**src/rtl/frame_tx_seq.sv**
```systemverilog
// Frame transmit sequencer: streams a buffered payload to a UART byte transmitter,
// optionally appends a Modbus CRC-16, then enforces an inter-frame silence gap.
module frame_tx_seq #(
  parameter int unsigned MAX_LEN   = 16,
  parameter int unsigned AW        = 4,
  parameter int unsigned LW        = 5,
  parameter int unsigned CLK_FREQ  = 50000000,
  parameter int unsigned BAUD_RATE = 115200,
  parameter int unsigned GAP_BITS  = 39
) (
  input  logic          clk_in,
  input  logic          rst_in,
  input  logic          wr_en,
  input  logic [AW-1:0] wr_addr,
  input  logic [7:0]    wr_data,
  input  logic          start,
  input  logic [LW-1:0] len,
  input  logic          crc_en,
  input  logic          abort,
  output logic          tx_start,
  output logic [7:0]    tx_data,
  input  logic          tx_done,
  output logic          busy,
  output logic          done,
  output logic          err,
  output logic [15:0]   crc_out
);

  localparam int unsigned   GAP_CYCLES = GAP_BITS * (CLK_FREQ / BAUD_RATE);
  localparam int unsigned   GW         = $clog2(GAP_CYCLES + 1);
  localparam logic [GW-1:0] GAP_LAST   = GW'(GAP_CYCLES - 1);
  localparam logic [AW:0]   ADDR_LIM   = (AW + 1)'(MAX_LEN);
  localparam logic [LW-1:0] LEN_MAX    = LW'(MAX_LEN);

  typedef enum logic [2:0] {IDLE, SEND, WAIT, CRC_LO, CRC_HI, GAP} state_t;
  typedef enum logic [1:0] {K_PAYLOAD, K_CRC_LO, K_CRC_HI} kind_t;

  state_t        state;
  kind_t         kind;
  logic [7:0]    mem [0:MAX_LEN-1];
  logic [LW-1:0] index;
  logic [LW-1:0] next_index;
  logic [LW-1:0] len_q;
  logic          crc_en_q;
  logic [15:0]   crc;
  logic [GW-1:0] gap_cnt;

  function automatic logic [15:0] crc16_byte(input logic [15:0] c, input logic [7:0] d);
    logic [15:0] r;
    r = c ^ {8'h00, d};
    for (int unsigned i = 0; i < 8; i++) begin
      r = r[0] ? ((r >> 1) ^ 16'hA001) : (r >> 1);
    end
    return r;
  endfunction

  assign next_index = index + LW'(1);

  // Payload buffer has no reset; it is write-protected outside IDLE.
  always_ff @(posedge clk_in) begin
    if (state == IDLE && wr_en && ({1'b0, wr_addr} < ADDR_LIM)) begin
      mem[wr_addr] <= wr_data;
    end
  end

  // tx_start/tx_data are registered on entry to SEND/CRC_LO/CRC_HI so the launch
  // pulse coincides with the one cycle spent in those states.
  always_ff @(posedge clk_in or posedge rst_in) begin
    if (rst_in) begin
      state    <= IDLE;
      kind     <= K_PAYLOAD;
      tx_start <= 1'b0;
      tx_data  <= '0;
      busy     <= 1'b0;
      done     <= 1'b0;
      err      <= 1'b0;
      crc_out  <= '0;
      index    <= '0;
      len_q    <= '0;
      crc_en_q <= 1'b0;
      crc      <= '1;
      gap_cnt  <= '0;
    end else begin
      tx_start <= 1'b0;
      done     <= 1'b0;
      err      <= 1'b0;
      if (abort && state != IDLE) begin
        state   <= IDLE;
        busy    <= 1'b0;
        gap_cnt <= '0;
      end else begin
        case (state)
          IDLE: begin
            if (start && !abort) begin
              if (len != '0 && len <= LEN_MAX) begin
                len_q    <= len;
                crc_en_q <= crc_en;
                index    <= '0;
                crc      <= 16'hFFFF;
                busy     <= 1'b1;
                kind     <= K_PAYLOAD;
                tx_start <= 1'b1;
                tx_data  <= mem[0];
                state    <= SEND;
              end else begin
                err <= 1'b1;
              end
            end
          end
          SEND: begin
            crc   <= crc16_byte(crc, tx_data);
            state <= WAIT;
          end
          CRC_LO, CRC_HI: state <= WAIT;
          WAIT: begin
            if (tx_done) begin
              case (kind)
                K_PAYLOAD: begin
                  index <= next_index;
                  if (next_index < len_q) begin
                    tx_start <= 1'b1;
                    tx_data  <= mem[next_index[AW-1:0]];
                    state    <= SEND;
                  end else if (crc_en_q) begin
                    tx_start <= 1'b1;
                    tx_data  <= crc[7:0];
                    kind     <= K_CRC_LO;
                    state    <= CRC_LO;
                  end else begin
                    gap_cnt <= GW'(1);
                    state   <= GAP;
                  end
                end
                K_CRC_LO: begin
                  tx_start <= 1'b1;
                  tx_data  <= crc[15:8];
                  kind     <= K_CRC_HI;
                  state    <= CRC_HI;
                end
                default: begin
                  gap_cnt <= GW'(1);
                  state   <= GAP;
                end
              endcase
            end
          end
          GAP: begin
            // The cycle that accepted the final tx_done is the first gap cycle.
            if (gap_cnt == GAP_LAST) begin
              done    <= 1'b1;
              busy    <= 1'b0;
              crc_out <= crc;
              gap_cnt <= '0;
              state   <= IDLE;
            end else begin
              gap_cnt <= gap_cnt + GW'(1);
            end
          end
          default: state <= IDLE;
        endcase
      end
    end
  end

endmodule
```
**config.mk**
```make
export PLATFORM = sky130hd
export DESIGN_NAME = frame_tx_seq
export DESIGN_NICKNAME = d
export VERILOG_FILES = /design/src/rtl/frame_tx_seq.sv
export SDC_FILE = /design/constraint.sdc
export NUM_CORES = 1
export LEC_CHECK = 0
export BUFFER_PORTS_ARGS = -buffer_cell sky130_fd_sc_hd__buf_2
export CAP_MARGIN = 20
export CORE_MARGIN = 5
export CORE_UTILIZATION = 35
export DETAILED_ROUTE_END_ITERATION = 10
export HOLD_SLACK_MARGIN = 0.06
export PLACE_DENSITY = 0.51
export RECOVER_POWER = 100
export REMOVE_ABC_BUFFERS = 1
export SLEW_MARGIN = 20
export SYNTH_ARGS = -nofsm -noshare
export SYNTH_HDL_FRONTEND = slang
export SYNTH_SLANG_ARGS = --single-unit
```
**constraint.sdc**
```tcl
create_clock -name clk_in -period 3.4 [get_ports clk_in]
set_input_delay 0.85 -clock clk_in [delete_from_list [all_inputs] [get_ports clk_in]]
set_output_delay 0.85 -clock clk_in [all_outputs]
set_load 0.01 [all_outputs]
```
# ---- After elaboration in Yosys (flattened, before gate mapping)
# Memories as Yosys holds them, arrays and structs flattened.
# Index checks and enable logic that the tools add are counted.
dict set report classes {
  n_bitwise 10
  order_cmp 2
  n_mux 68
  reduce_logical 23
  eq_ne 22
  addsub 2
}
# op n
set op_table {}
lappend op_table {{$mux W16} 10}
lappend op_table {{$mux W15} 5}
lappend op_table {{$pmux W15 S2} 2}
lappend op_table {{$mux W8} 5}
lappend op_table {{$pmux W16 S2} 1}
lappend op_table {{$pmux W8 S2} 2}
lappend op_table {{$not A2 Y3} 8}
lappend op_table {{$mux W3} 7}
lappend op_table {{$mux W5} 4}
lappend op_table {{$mux W1} 19}
lappend op_table {{$ne A3 B3 Y1 const B} 6}
lappend op_table {{$reduce_and A4 Y1} 4}
lappend op_table {{$xor A16 B8 Y16} 1}
lappend op_table {{$add A15 B1 Y15 const B} 1}
lappend op_table {{$eq A15 B15 Y1 const B} 1}
lappend op_table {{$ne A4 B4 Y1 const B} 3}
lappend op_table {{$pmux W3 S4} 1}
lappend op_table {{$mux W2} 5}
lappend op_table {{$pmux W5 S2} 1}
lappend op_table {{$reduce_bool A3 Y1} 3}
lappend op_table {{$pmux W2 S2} 2}
lappend op_table {{$reduce_and A8 Y1} 1}
lappend op_table {{$reduce_and A7 Y1} 1}
lappend op_table {{$eq A3 B2 Y1 const B} 2}
lappend op_table {{22 further kinds} 32}
dict set report word_totals {
  mem_bits_rw 128
  ff_bits 75
  inputBits 24
  word_cells 141
  mem_count 1
  output_inout_bits 28
}
# memory depth width rd rd_ports_with_merged_regs wr line_no
set memory_table {}
lappend memory_table {mem 16 8 2 0 1 40} ;# logic [7:0] mem [0:MAX_LEN-1];

# ---- Logic depth before layout (Yosys ltp)
dict set report logic_depth {
  word_depth 18
  depth_mapped 15
  depth_no_buf 10
}

# ---- Least setup slack after synthesis
# No wires, ideal clock.
dict set report synth_path {
  kind {reg-to-reg}
  from {register index[0]}
  to {register gap_cnt[14]}
  stages_incl_launch_ff 15
  required_ps 3279
  path_slack_ps 582
  period_less_slack_ps 2818
  n_path_buf 4
  setup_ps 121
  arrival_time_ps 2697
  cell_sequence {dfrtp_1 buf_6 buf_12 buf_12 nand3_2 xor2_2 buf_2 inv_1 ha_1 nand2_1 a21oi_1 o21ai_1 a21oi_1 o21ai_0 a22o_1}
}
dict set report synth_between {
  elab_chain_cells 4
}
# item line_no
set synth_lines {}
lappend synth_lines {{start: declaration} 41} ;# logic [LW-1:0] index;
lappend synth_lines {{start signal: assignment} 119} ;# index <= next_index;
lappend synth_lines {{$add A5 B1 Y5} 57} ;# assign next_index = index + LW'(1);
lappend synth_lines {{$lt A5 B5 Y1} 120} ;# if (next_index < len_q) begin
lappend synth_lines {{$ne A4 B4 Y1 (no source line)} n/a}
lappend synth_lines {{$reduce_and A5 Y1 (no source line)} n/a}
lappend synth_lines {{end signal: assignment} 156} ;# gap_cnt <= gap_cnt + GW'(1);
lappend synth_lines {{end: declaration} 46} ;# logic [GW-1:0] gap_cnt;
# Every way passes these cells.
# A chain may end at the register's enable or synchronous reset.

# ---- Final worst setup path
# Ends and elaborated chain as after synthesis.

==> results.sh <==
export IMPL_status="completed"
export IMPL_setup_violations=0
export IMPL_postSynthCellCount=622
export IMPL_floorplan_initialDensity=0.353
export IMPL_wl_um=19400
export IMPL_worstMarginPinSlew_ns=1.26
export IMPL_p_seq_frac=0.474
export IMPL_cp_cell_sequence="ha_1, ha_1, a21boi_0, o21ai_0, a21oi_1, o21ai_0, a21oi_1, buf_4, o21ai_0, a22o_1"
export IMPL_drc_errors=0
export IMPL_grt_max_degree=33
export IMPL_layout_nets=735
export IMPL_ys_seq_elements=203
export IMPL_ctsResizeCount=0
export IMPL_synthTopCellsByArea="edfxtp_1 (43%), dfrtp_1 (17%), dfstp_2 (4.7%)"
export IMPL_cts_sinks=203
export IMPL_finish_instance_area_mm2=0.0102
export IMPL_final_common_cell="edfxtp_1"
export IMPL_rows=58
export IMPL_hold_violations=0
export IMPL_syn_area_per_cell_um2=14.3
export IMPL_place_area_mm2=0.00966
export IMPL_core_mm2=0.0251
export IMPL_path_common_cell="o21ai_0"
export IMPL_area_growth_pct=15.3
export IMPL_yosys_area_top_type="edfxtp_1"
export IMPL_die_y_um=169
export IMPL_dieWidth_um=169
export IMPL_n_antenna_cell=0
export IMPL_leakage_nw=3.76
export IMPL_rsz0062_at_grt="false"
export IMPL_drt_pass1_iterations=5
export IMPL_yosys_area_share_simple=0.0847
export IMPL_cts_buffer_depth=3
export IMPL_yosys_area_share_xor_xnor=0.0265
export IMPL_reg2reg_depth=10
export IMPL_synthDistinctLibCells=55
export IMPL_numCtsBuffers=22
export IMPL_numPortBuffers=51
export IMPL_viasPerCell=5.09
export IMPL_combPwrFrac=0.146
export IMPL_overflow=0
export IMPL_synth_warnings=0
export IMPL_synth_top_cell_area_share=0.433
export IMPL_total_power_mw=6.25
export IMPL_synth_compound_area_frac=0.0892
export IMPL_critPathMaxStageDelay_ns=0.48
export IMPL_vdd_drop_max_mv=0.400
export IMPL_grt_pass1_vias=5562
export IMPL_hold_buffers=0
export IMPL_yosysSeqAreaShare=0.647
export IMPL_clkLatencyLatePin_ns=0.51
export IMPL_cts_setup_buffers=0
export IMPL_antenna_found_initial=0
export IMPL_ios=52
export IMPL_r2r_setup_slack_ns=0.45
export IMPL_grt_pass1_wl_um=31200
export IMPL_htree_levels=1
export IMPL_synthMuxAreaShare=0.115
export IMPL_die_area_mm2=0.0286
export IMPL_p_sw_mw=1.59
export IMPL_end_kind="register"
export IMPL_r2r_start="index[0]$_DFFE_PP0P_"
export IMPL_drive_above_1_share=0.142
export IMPL_critPathLaunchType="register"
export IMPL_fmax_mhz=339
export IMPL_wl_per_cell_um=18.5
export IMPL_cts_clk_slew_worst_paths_ns=0.06
export IMPL_hpwl_um=13500
export IMPL_period_share=0.869
export IMPL_swShare=0.255
export IMPL_drt_initial_drc_count=324
export IMPL_slowest_stage="ha_1"
export IMPL_ant_nets=0
export IMPL_synth_top_family_by_area="multiplexers"
export IMPL_crit_fanout=15
export IMPL_hp_class="in -> async"
export IMPL_synth_edf_count=128
export IMPL_r2r_end="gap_cnt[14]$_DFFE_PP0P_"
export IMPL_synth_area_mm2=0.00888
export IMPL_cts_root_buffer="clkbuf_16"
export IMPL_path_class="reg -> reg"
export IMPL_max_cap_violations=0
export IMPL_required_ns=3.78
export IMPL_ys_async_sr_fraction=0.369
export IMPL_synth_flop_cell="edfxtp_1"
export IMPL_timing_final_crit_period_ns=2.95
export IMPL_p_int_mw=4.66
export IMPL_clock_skew_ns=0.0177
export IMPL_maxSlewViolCount=0
export IMPL_powerDensity_mw_per_mm2=610
export IMPL_arrival_ns=3.34
export IMPL_gp_congestion=0.794
export IMPL_mostFrequentLayoutCells="edfxtp_1 (128), clkbuf_1 (64), dfrtp_1 (58), nor2_1 (51), nand2_1 (47)"
export IMPL_cts_tree="yes"
export IMPL_synthAdderAreaFrac=0.00987
export IMPL_pwr_share_clk=0.380
export IMPL_gr_usage_all_layers=0.137
export IMPL_dr_total_vias=5347
export IMPL_slew_headroom=0.159
-- sequential cells by signal, summed over array words and instances, names as in the netlist --
signal and cells:
gap_cnt 15, done 1, busy 1, kind 2, len_q 5, tx_data 8
crc_out 16, mem 128, crc_en_q 1, tx_start 1, state 3, index 5
err 1, crc 16
-- metal layers --
layer	wire length (um)	global-route usage	up-vias
met5	0	0	-
met4	373	0.0252	0
met3	688	0.0228	29
met2	9010	0.222	103
met1	9310	0.198	2679
li1	-	-	2536
-- power groups by stage --
| stage | registers [mW] | clock network [mW] | logic (mW) |
|---|---|---|---|
| global route | 2.99 | 2.56 | 1.02 |
| finish | 2.96 | 2.38 | 0.909 |
| global placement | 3.00 | 0 | 0.938 |
| detailed placement | 3.01 | 0 | 0.951 |
| CTS | 2.96 | 2.45 | 0.953 |
| floorplan | 2.98 | 0 | 0.668 |
-- kinds of logic after synthesis --
| group | after synthesis |
|---|---|
| multiplexers | 55 |
| buffers and inverters | 48 |
| AO/OA/AOI/OAI | 123 |
| XOR/XNOR | 26 |
| adder cells (fa/ha/maj) | 7 |
| AND/OR/NAND/NOR | 160 |
| flip-flops | 203 |
-- area by class of cell --
class                   instances  area [um2]
clock buffers                  26         576
clock inverters                14         153
fillers                      2388       14900
inverters                      18        67.6
multi-input cells             371        2890
flip-flops and latches        203        5740
well taps                     330         413
repair buffers                 88         394
-- critical path: cells and delay by family, from the launching register on --
family / cells / cell delay, ns
flops: 1 / 0.40
fa+ha+maj: 2 / 0.83
buf+inv: 1 / 0.23
compound gates: 7 / 1.35
-- per-stage QoR --
stage          hold slack (ns)  setup TNS (ns)   util  worst slack [ns]  std cells
3_5_place_dp             0.471               0  0.385             0.516       1010
3_3_place_gp             0.469               0  0.385             0.571       1010
5_1_grt                  0.513               0  0.408             0.161       1050
2_1_floorplan            0.478          -27.16      -             -1.33        592
6_report                 0.458               0  0.408             0.446       1050
4_1_cts                  0.325               0  0.414             0.479       1050
-- Yosys cell counts, types with 15 or more instances --
cell and count:
edfxtp_1 128, dfrtp_1 59, nor2_1 51, nand2_1 47, a21oi_1 26, o21ai_1 23
a31oi_1 21, xnor2_1 21, inv_1 18, clkbuf_1 17, mux4_2 17, dfstp_2 16
mux4_1 15
-- worst max-delay path by stage --
stage                                     from                 endpoint  slack, ns  cells past startpoint
final                     index[0]$_DFFE_PP0P_  gap_cnt[14]$_DFFE_PP0P_       0.45                     10
after global routing      index[0]$_DFFE_PP0P_  gap_cnt[14]$_DFFE_PP0P_       0.16                     10
after CTS                 index[1]$_DFFE_PP0P_   tx_data[0]$_DFFE_PP0P_       0.48                      9
after detailed placement  index[1]$_DFFE_PP0P_   tx_data[0]$_DFFE_PP0P_       0.52                      9
after global placement    index[0]$_DFFE_PP0P_  gap_cnt[14]$_DFFE_PP0P_       0.57                     12
after floorplan           index[0]$_DFFE_PP0P_  gap_cnt[14]$_DFFE_PP0P_      -1.33                      9
No activity file was read; power rests on OpenSTA's default activity.
